[config.mk]
export PLATFORM = sky130hd
export DESIGN_NAME = pcileech_heci_ctrl
export DESIGN_NICKNAME = d
export VERILOG_FILES = /design/src/rtl/pcileech_heci_pkg.sv /design/src/rtl/pcileech_heci_cb.sv /design/src/rtl/pcileech_heci_ctrl.sv
export SDC_FILE = /design/constraint.sdc
export NUM_CORES = 2
export LEC_CHECK = 0
export BUFFER_PORTS_ARGS = -buffer_cell sky130_fd_sc_hd__buf_2
export CAP_MARGIN = 20
export CORE_MARGIN = 5
export CORE_UTILIZATION = 40
export CTS_CLUSTER_DIAMETER = 80
export CTS_CLUSTER_SIZE = 8
export DETAILED_ROUTE_END_ITERATION = 8
export SLEW_MARGIN = 5
export SYNTH_ARGS = -nofsm -noshare
export SYNTH_HDL_FRONTEND = slang
export SYNTH_SLANG_ARGS = --single-unit
[constraint.sdc]
create_clock -name clk -period 6 [get_ports clk]
set_input_delay 0.6 -clock clk [delete_from_list [all_inputs] [get_ports clk]]
set_output_delay 0.6 -clock clk [all_outputs]
set_load 0.01 [all_outputs]
[src/rtl/pcileech_heci_pkg.sv]
`default_nettype none
// ============================================================================
// Module      : pcileech_heci_pkg
// Description : Shared types and constants for the HECI (MEI) controller.
// Revision    : 1.0
// ============================================================================
package pcileech_heci_pkg;

  typedef enum logic [3:0] {
    ME_RESET  = 4'h0,
    ME_INIT   = 4'h1,
    ME_READY  = 4'h4,
    ME_NORMAL = 4'h5
  } me_state_e;

  localparam int H_IE_BIT       = 0;
  localparam int H_IS_BIT       = 1;
  localparam int H_IG_BIT       = 2;
  localparam int H_RDY_BIT      = 3;
  localparam int H_RST_BIT      = 4;

  // Dword indices (byte offset >> 2)
  localparam logic [5:0] REG_H_CSR      = 6'h00;
  localparam logic [5:0] REG_ME_CB_RW   = 6'h01;
  localparam logic [5:0] REG_RSV_08     = 6'h02;
  localparam logic [5:0] REG_ME_CSR_HA  = 6'h03;
  localparam logic [5:0] REG_RSV_10     = 6'h04;
  localparam logic [5:0] REG_D0I3C      = 6'h05;
  localparam logic [5:0] REG_FWSTS_LO   = 6'h10;
  localparam logic [5:0] REG_FWSTS_HI   = 6'h14;
  localparam logic [5:0] REG_CB_WR_BASE = 6'h20;

  localparam logic [31:0] RSV_VALUE     = 32'h0000_0080;
  localparam int          CB_DEPTH      = 32;
  localparam logic [7:0]  CB_DEPTH_BYTE = 8'h20;

  function automatic logic [31:0] fwsts_value(input logic [2:0] idx);
    case (idx)
      3'd0:    return 32'h9000_0255;
      3'd1:    return 32'h8910_0116;
      3'd2:    return 32'h0000_0020;
      3'd3:    return 32'h0000_4000;
      3'd4:    return 32'h0010_0000;
      default: return 32'h0000_0000;
    endcase
  endfunction

endpackage
`default_nettype wire

[src/rtl/pcileech_heci_cb.sv]
`default_nettype none
// ============================================================================
// Module      : pcileech_heci_cb
// Description : 32 x 32-bit circular buffer with free-running 8-bit pointers.
// Revision    : 1.0
// ============================================================================
module pcileech_heci_cb
  import pcileech_heci_pkg::*;
(
  input  logic        clk,
  input  logic        rst_n,
  input  logic        flush,
  input  logic        push,
  input  logic [31:0] push_data,
  input  logic        pop,
  output logic [31:0] head,
  output logic        full,
  output logic        empty,
  output logic [7:0]  wp,
  output logic [7:0]  rp
);

  logic [31:0] r_mem [CB_DEPTH];
  logic [7:0]  r_wp;
  logic [7:0]  r_rp;
  logic [7:0]  w_count;
  logic        w_push;
  logic        w_pop;

  assign w_count = r_wp - r_rp;
  assign full    = (w_count == CB_DEPTH_BYTE);
  assign empty   = (w_count == 8'd0);
  assign w_push  = push & ~full;
  assign w_pop   = pop & ~empty;
  assign head    = r_mem[r_rp[4:0]];
  assign wp      = r_wp;
  assign rp      = r_rp;

  always_ff @(posedge clk) begin
    if (!rst_n || flush) begin
      r_wp <= '0;
      r_rp <= '0;
    end else begin
      if (w_push) r_wp <= r_wp + 8'd1;
      if (w_pop)  r_rp <= r_rp + 8'd1;
    end
  end

  // Storage carries no reset; only entries between rp and wp are ever observed.
  always_ff @(posedge clk) begin
    if (w_push && !flush) r_mem[r_wp[4:0]] <= push_data;
  end

endmodule
`default_nettype wire

[src/rtl/pcileech_heci_ctrl.sv]
`default_nettype none
// ============================================================================
// Module      : pcileech_heci_ctrl
// Description : HECI register block, emulated ME state machine and CB glue.
// Revision    : 1.0
// ============================================================================
module pcileech_heci_ctrl
  import pcileech_heci_pkg::*;
#(
  parameter int RESET_CYCLES = 64,
  parameter int INIT_CYCLES  = 256
) (
  input  logic        clk,
  input  logic        rst_n,
  input  logic        bar_wr_valid,
  input  logic [7:0]  bar_wr_addr,
  input  logic [3:0]  bar_wr_be,
  input  logic [31:0] bar_wr_data,
  input  logic        bar_rd_valid,
  input  logic [7:0]  bar_rd_addr,
  output logic [31:0] bar_rd_data,
  output logic        bar_rd_rsp_valid,
  output logic [31:0] msg_out_data,
  output logic        msg_out_valid,
  input  logic        msg_out_ready,
  input  logic [31:0] msg_in_data,
  input  logic        msg_in_last,
  input  logic        msg_in_valid,
  output logic        msg_in_ready,
  output logic        me_doorbell,
  output logic [3:0]  me_state,
  output logic        irq
);

  localparam logic [15:0] RST_LAST  = 16'(RESET_CYCLES - 1);
  localparam logic [15:0] INIT_LAST = 16'(INIT_CYCLES - 1);

  me_state_e   r_state, w_state_nxt;
  logic [15:0] r_cnt, w_cnt_nxt;
  logic        r_h_ie, r_h_is, r_h_rdy, r_h_rst, r_doorbell, r_rd_rsp_valid;
  logic [31:0] r_d0i3c, r_rd_data, w_rd_value;
  logic [5:0]  w_wr_idx, w_rd_idx;
  logic        w_hcsr_wr, w_rst_req, w_flush, w_normal, w_is_set, w_me_rdy;
  logic        w_h_full, w_h_empty, w_m_full, w_m_empty, w_m_push;
  logic [31:0] w_h_head, w_m_head;
  logic [7:0]  w_h_wp, w_h_rp, w_m_wp, w_m_rp;
  logic        w_unused_addr_lsbs;

  assign w_unused_addr_lsbs = ^{bar_wr_addr[1:0], bar_rd_addr[1:0]};
  assign w_wr_idx  = bar_wr_addr[7:2];
  assign w_rd_idx  = bar_rd_addr[7:2];
  assign w_hcsr_wr = bar_wr_valid & (w_wr_idx == REG_H_CSR) & bar_wr_be[0];
  assign w_rst_req = w_hcsr_wr & bar_wr_data[H_RST_BIT];
  assign w_flush   = (r_state == ME_RESET) | w_rst_req;
  assign w_normal  = (r_state == ME_NORMAL);
  assign w_me_rdy  = (r_state == ME_READY) | w_normal;

  assign msg_out_valid = ~w_h_empty & w_normal;
  assign msg_out_data  = msg_out_valid ? w_h_head : 32'h0;
  assign msg_in_ready  = ~w_m_full & w_normal;
  assign w_m_push      = msg_in_valid & msg_in_ready;

  pcileech_heci_cb u_host_cb (
    .clk(clk), .rst_n(rst_n), .flush(w_flush),
    .push(bar_wr_valid & (w_wr_idx >= REG_CB_WR_BASE)), .push_data(bar_wr_data),
    .pop(msg_out_valid & msg_out_ready), .head(w_h_head),
    .full(w_h_full), .empty(w_h_empty), .wp(w_h_wp), .rp(w_h_rp)
  );

  pcileech_heci_cb u_me_cb (
    .clk(clk), .rst_n(rst_n), .flush(w_flush),
    .push(w_m_push), .push_data(msg_in_data),
    .pop(bar_rd_valid & (w_rd_idx == REG_ME_CB_RW)), .head(w_m_head),
    .full(w_m_full), .empty(w_m_empty), .wp(w_m_wp), .rp(w_m_rp)
  );

  always_ff @(posedge clk) begin
    if (!rst_n) begin
      r_state <= ME_RESET;
      r_cnt   <= '0;
    end else begin
      r_state <= w_state_nxt;
      r_cnt   <= w_cnt_nxt;
    end
  end

  // A host reset request overrides every state and restarts the dwell counter.
  always_comb begin
    w_state_nxt = r_state;
    w_cnt_nxt   = r_cnt;
    if (w_rst_req) begin
      w_state_nxt = ME_RESET;
      w_cnt_nxt   = '0;
    end else begin
      case (r_state)
        ME_RESET: begin
          if (r_cnt >= RST_LAST && !r_h_rst) begin
            w_state_nxt = ME_INIT;
            w_cnt_nxt   = '0;
          end else if (r_cnt < RST_LAST) begin
            w_cnt_nxt = r_cnt + 16'd1;
          end
        end
        ME_INIT: begin
          if (r_cnt >= INIT_LAST) begin
            w_state_nxt = ME_READY;
            w_cnt_nxt   = '0;
          end else begin
            w_cnt_nxt = r_cnt + 16'd1;
          end
        end
        ME_READY: begin
          if (w_hcsr_wr && bar_wr_data[H_RDY_BIT]) w_state_nxt = ME_NORMAL;
        end
        default: ;
      endcase
    end
  end

  assign w_is_set = ((r_state == ME_INIT) && (w_state_nxt == ME_READY)) |
                    (w_m_push & msg_in_last);

  always_comb begin
    w_rd_value = '0;
    case (w_rd_idx)
      REG_H_CSR:     w_rd_value = {CB_DEPTH_BYTE, w_h_wp, w_h_rp, 3'b000,
                                   r_h_rst, r_h_rdy, 1'b0, r_h_is, r_h_ie};
      REG_ME_CB_RW:  w_rd_value = w_m_empty ? 32'h0 : w_m_head;
      REG_RSV_08,
      REG_RSV_10:    w_rd_value = RSV_VALUE;
      REG_ME_CSR_HA: w_rd_value = {CB_DEPTH_BYTE, w_m_wp, w_m_rp, 3'b000,
                                   (r_state == ME_RESET), w_me_rdy, 3'b000};
      REG_D0I3C:     w_rd_value = r_d0i3c;
      default: begin
        if (w_rd_idx >= REG_FWSTS_LO && w_rd_idx <= REG_FWSTS_HI)
          w_rd_value = fwsts_value(w_rd_idx[2:0]);
      end
    endcase
  end

  // H_IS: hardware set takes priority over a same-cycle write-1-to-clear.
  always_ff @(posedge clk) begin
    if (!rst_n) begin
      r_h_ie         <= 1'b0;
      r_h_is         <= 1'b0;
      r_h_rdy        <= 1'b0;
      r_h_rst        <= 1'b0;
      r_doorbell     <= 1'b0;
      r_d0i3c        <= '0;
      r_rd_rsp_valid <= 1'b0;
      r_rd_data      <= '0;
    end else begin
      r_doorbell <= w_hcsr_wr & bar_wr_data[H_IG_BIT];
      if (w_hcsr_wr) begin
        r_h_ie  <= bar_wr_data[H_IE_BIT];
        r_h_rdy <= bar_wr_data[H_RDY_BIT];
        r_h_rst <= bar_wr_data[H_RST_BIT];
      end
      if (w_is_set)
        r_h_is <= 1'b1;
      else if (w_hcsr_wr && bar_wr_data[H_IS_BIT])
        r_h_is <= 1'b0;
      if (bar_wr_valid && w_wr_idx == REG_D0I3C) begin
        for (int b = 0; b < 4; b++) begin
          if (bar_wr_be[b]) r_d0i3c[8*b +: 8] <= bar_wr_data[8*b +: 8];
        end
      end
      r_rd_rsp_valid <= bar_rd_valid;
      r_rd_data      <= bar_rd_valid ? w_rd_value : 32'h0;
    end
  end

  assign bar_rd_data      = r_rd_data;
  assign bar_rd_rsp_valid = r_rd_rsp_valid;
  assign me_doorbell      = r_doorbell;
  assign me_state         = r_state;
  assign irq              = r_h_is & r_h_ie;

endmodule
`default_nettype wire

==> key figures <==
Floorplan
  – # IOs: 164
  – DIE HEIGHT: 469 um
  – Die Area: 0.220 mm2
  – Core ar.: 0.209 mm2
  – Die Span X: 469 um
  – Std cell rows: 168
  – Initial Util: 0.402

Pwr
  – Leakage: 29.6 nW
  – Final Power: 32.8 mW
  – Maximum vdd drop: 0.287 mV
  – Cell Pwr Density: approximately 330 mW/mm2

STA
  – Final WS setup: 0.968 ns
  – RSZ-0062 raised after global routing: no
  – Final slew viol count: 0
  – Max Clock Skew: roughly 0.06 ns
  – Worst Tran Pin Value: roughly 1.1 ns
  – WHS: 0.0613 ns
  – TNS Setup: 0 ns
  – Slew margin rel.: 0.259
  – Final period util: 0.839
  – Hold Fails Final Rpt: 0
  – Fmax achieved: 199 MHz
  – Setup-failing EPs final: 0
  – Minimum clock period after layout: 5.03 ns

Min path
  – Hold Path Stages: 3
  – HP Class: input port to flip-flop
  – Worst Min Path Start: bar_wr_be[1]
  – Hold EP: r_d0i3c[14]

Detailed routing
  – DR pass1 iterations: 6
  – Routed length per instance: 29.3 um
  – Routed Antenna Nets: 0
  – Post-route DRC: 0
  – Vias per Instance: 5.70
  – Via count: around 40000
  – Final wirelength: 209 mm
  – Iter 0 DRT Violations: approximately 4100

Global route
  – Overall routing resource usage: 0.190
  – Vias in the first global route: 42100
  – First-pass GRT wire length: a little over 300 mm
  – Overflow after GRT: 0
  – Largest net degree at the start of global routing: 75
  – Initial antenna violation count: 28

Worst setup path
  – Worst-path maximum fanout: 33
  – CP endpoint kind: output port
  – Kind of critical path: flip-flop to output port
  – Reg2reg start: u_me_cb.wp[2]
  – Worst path cell trace: ha_1 > o21ai_0 > a21oi_1 > and4_1 > o31a_1 > o221ai_1 > nand2_2 > nor2_1 > buf_2
  – Setup slack, reg-to-reg: between 1 and 1.5 ns
  – Worst path required time: 5.40 ns
  – Crit start category: flip-flop
  – Critical-path top delay cell: nand2_2
  – R2R Path End: u_me_cb.r_mem[7][9]
  – Slowest stage delay, CP: roughly 0.7 ns
  – WP data arrival: 4.43 ns
  – Reg2reg path depth: 9

Cells and area
  – Multi-input gate area: 0.0196 mm2
  – Layout cells sized above 1: 0.319
  – Layout net count: 4324
  – Number of fill cells: 17200
  – Layout Utilization: 0.470
  – Area growth from synthesis to layout: 16.9%
  – Layout Cells excl Fill: 7125
  – Fin area: 0.0984 mm2
  – Reg area: 0.0642 mm2

Synthesis
  – Simple-gate area share of the yosys netlist: 0.0248
  – Syn_area_per_cell: 22.2 um2
  – Library cells used by synthesis: 72
  – Post-synthesis compound-gate area fraction: 0.0179
  – Adder-cell share of the synthesized area: 0.00372
  – Yosys reg bits: 2180
  – Ys async rst share: 0
  – Yosys Warn Count: 0
  – Gate Count Post-Synth: between 3000 and 4000
  – Cell Area, Synth: 0.0842 mm2
  – Post-synthesis mux area share: 0.179
  – Largest family of logic cells by synthesized area: multiplexers
  – Post-synth EDFFs: 2048
  – Sequential element share of the synthesized area: 0.762
  – Xor/xnor share of the synthesized area: 0.00146
  – Dominant synthesized flop cell: edfxtp_1
  – Syn nets: 3909

Clock tree
  – Hold-fix buffers, CTS: 3
  – Post_cts resized: 0
  – Worst-Skew Late Latency: 0.92 ns
  – Clk sinks: 2180
  – TritonCTS clock tree: yes
  – H-tree Lvls: 5
  – CTS Buffer Depth: 4
  – Setup bufs post-CTS: 0
  – Clk root buf: clkbuf_16
  – CTS Buf Count: 323
  – CTS clk-pin slew, worst paths: 0.05 ns

Placement
  – I/O Buffers: 159
  – GPL Wtd Cong: 0.817
  – Placed instance area: 0.0896 mm2
  – DP Cell Count: between 6000 and 7000
  – Pre-CTS setup slack: 1.17 ns
  – Post-DP HPWL: around 120 mm

Run
  – Total of max-cap violations: 0

Status
  – Outcome: finished, final reports clean
[layout by cell type (no fill, tap or decap), types with 5 or more instances in the layout]
| master | count |
|---|---|
| a21boi_0 | 33 |
| a21oi_1 | 59 |
| a222oi_1 | 17 |
| a22oi_1 | 11 |
| a31oi_1 | 6 |
| and2_1 | 9 |
| and3_1 | 13 |
| buf_12 | 43 |
| buf_2 | 159 |
| buf_4 | 83 |
| clkbuf_1 | 89 |
| clkbuf_16 | 330 |
| dfxtp_1 | 122 |
| dfxtp_4 | 8 |
| diode_2 | 12 |
| edfxtp_1 | 2048 |
| ha_1 | 25 |
| inv_1 | 22 |
| mux2_2 | 15 |
| mux2i_1 | 58 |
| mux4_2 | 636 |
| nand2_1 | 91 |
| nand2b_1 | 11 |
| nand3_1 | 70 |
| nand3b_1 | 9 |
| nand4_1 | 15 |
| nor2_1 | 79 |
| nor2_4 | 64 |
| nor2b_1 | 7 |
| nor3_1 | 11 |
| nor4_1 | 10 |
| o21a_1 | 5 |
| o21ai_0 | 19 |
| o21ai_1 | 15 |
| o31ai_1 | 8 |
| or3_1 | 17 |
| or4_1 | 6 |
| xnor2_1 | 10 |
[cell families (layout without fill, tap and decap cells)]
logic type,count (synthesis),count (layout)
DFF,2180,2180
and+or+nand+nor,433,433
xor gates and xnor gates,14,14
muxes,709,709
adders and majority gates,25,25
buffers and inverters,221,736
AOI/OAI and AO/OA,211,211
other,0,12
[worst max path at each step]
stage / startpoint / endpoint / slack [ns]
after floorplan: u_host_cb.rp[2] / u_host_cb.r_mem[12][0] / 1.85
after global placement: u_me_cb.wp[2] / u_me_cb.r_mem[23][4] / 1.10
after detailed placement: u_me_cb.wp[2] / u_me_cb.r_mem[23][4] / 1.17
after CTS: u_host_cb.wp[2] / msg_out_data[9] / 0.89
after global routing: u_host_cb.wp[2] / msg_out_data[9] / 0.68
final: u_host_cb.wp[2] / msg_out_data[4] / 0.97
[routing by layer]
metal  vias to the layer above  part of all wire  track usage
met3                       387             0.065       0.0344
met1                     21900              0.40        0.258
met2                      1471              0.50        0.313
met5                         -           0.00024            0
li1                      16900                 -            -
met4                         8             0.033       0.0630
[cell usage after synthesis (all sizes together), types with 6 or more instances]
master  count  share of area
or4         6        0.00054
a21boi     35         0.0033
nand2b     11        0.00082
nand2      92         0.0041
nor2      144         0.0064
o21ai      34         0.0020
a31oi       7        0.00059
clkbuf    116         0.0052
and3       13        0.00097
inv        22        0.00098
nor3       12        0.00071
nand3      73         0.0045
o31ai       8        0.00071
nand3b      9        0.00080
a22oi      11        0.00098
or3        17         0.0013
buf        83         0.0047
nor2b       7        0.00052
xnor2      10         0.0010
and2        9        0.00067
a21oi      60         0.0036
nand4      16         0.0014
mux2       15         0.0020
dfxtp     132          0.031
mux4      636           0.17
a31o        6        0.00062
ha         25         0.0037
mux2i      58         0.0069
a222oi     17         0.0020
nor4       11        0.00082
edfxtp   2048           0.73
[worst max-delay path: cells and delay by family (launching register included)]
kind	cells	cell delay, ns
AOI/OAI and AO/OA	4	1.00
adders and majority gates	1	0.37
buffers and inverters	1	0.17
DFF	1	0.66
and+or+nand+nor	3	1.26
[flip-flops by register name, indices dropped and copies added (netlist names), named ones only]
signal,cells
me_doorbell,1
r_h_rst,1
u_host_cb.wp,8
u_me_cb.rp,8
u_host_cb.r_mem,1024
r_cnt,16
r_h_is,1
bar_rd_data,32
r_h_ie,1
u_me_cb.r_mem,1024
bar_rd_rsp_valid,1
r_h_rdy,1
r_d0i3c,32
u_me_cb.wp,8
me_state,4
u_host_cb.rp,8
[layout make-up]
cell class,instances,area share
Sequential cell,2180,0.652
Multi-Input combinational cell,1392,0.199
Clock buffer,419,0.0873
Tap cell,2805,0.0357
Timing Repair Buffer,289,0.0236
Clock inverter,6,0.000916
Inverter,22,0.000839
Antenna cell,12,0.000305
[power breakdown]
part	total [mW]	switching [mW]	internal, mW
Sequential	16.7	0.00248	16.7
Clock	15.8	5.98	9.84
Combinational	0.282	0.250	0.0322
Power figures use the tool's default switching activity.
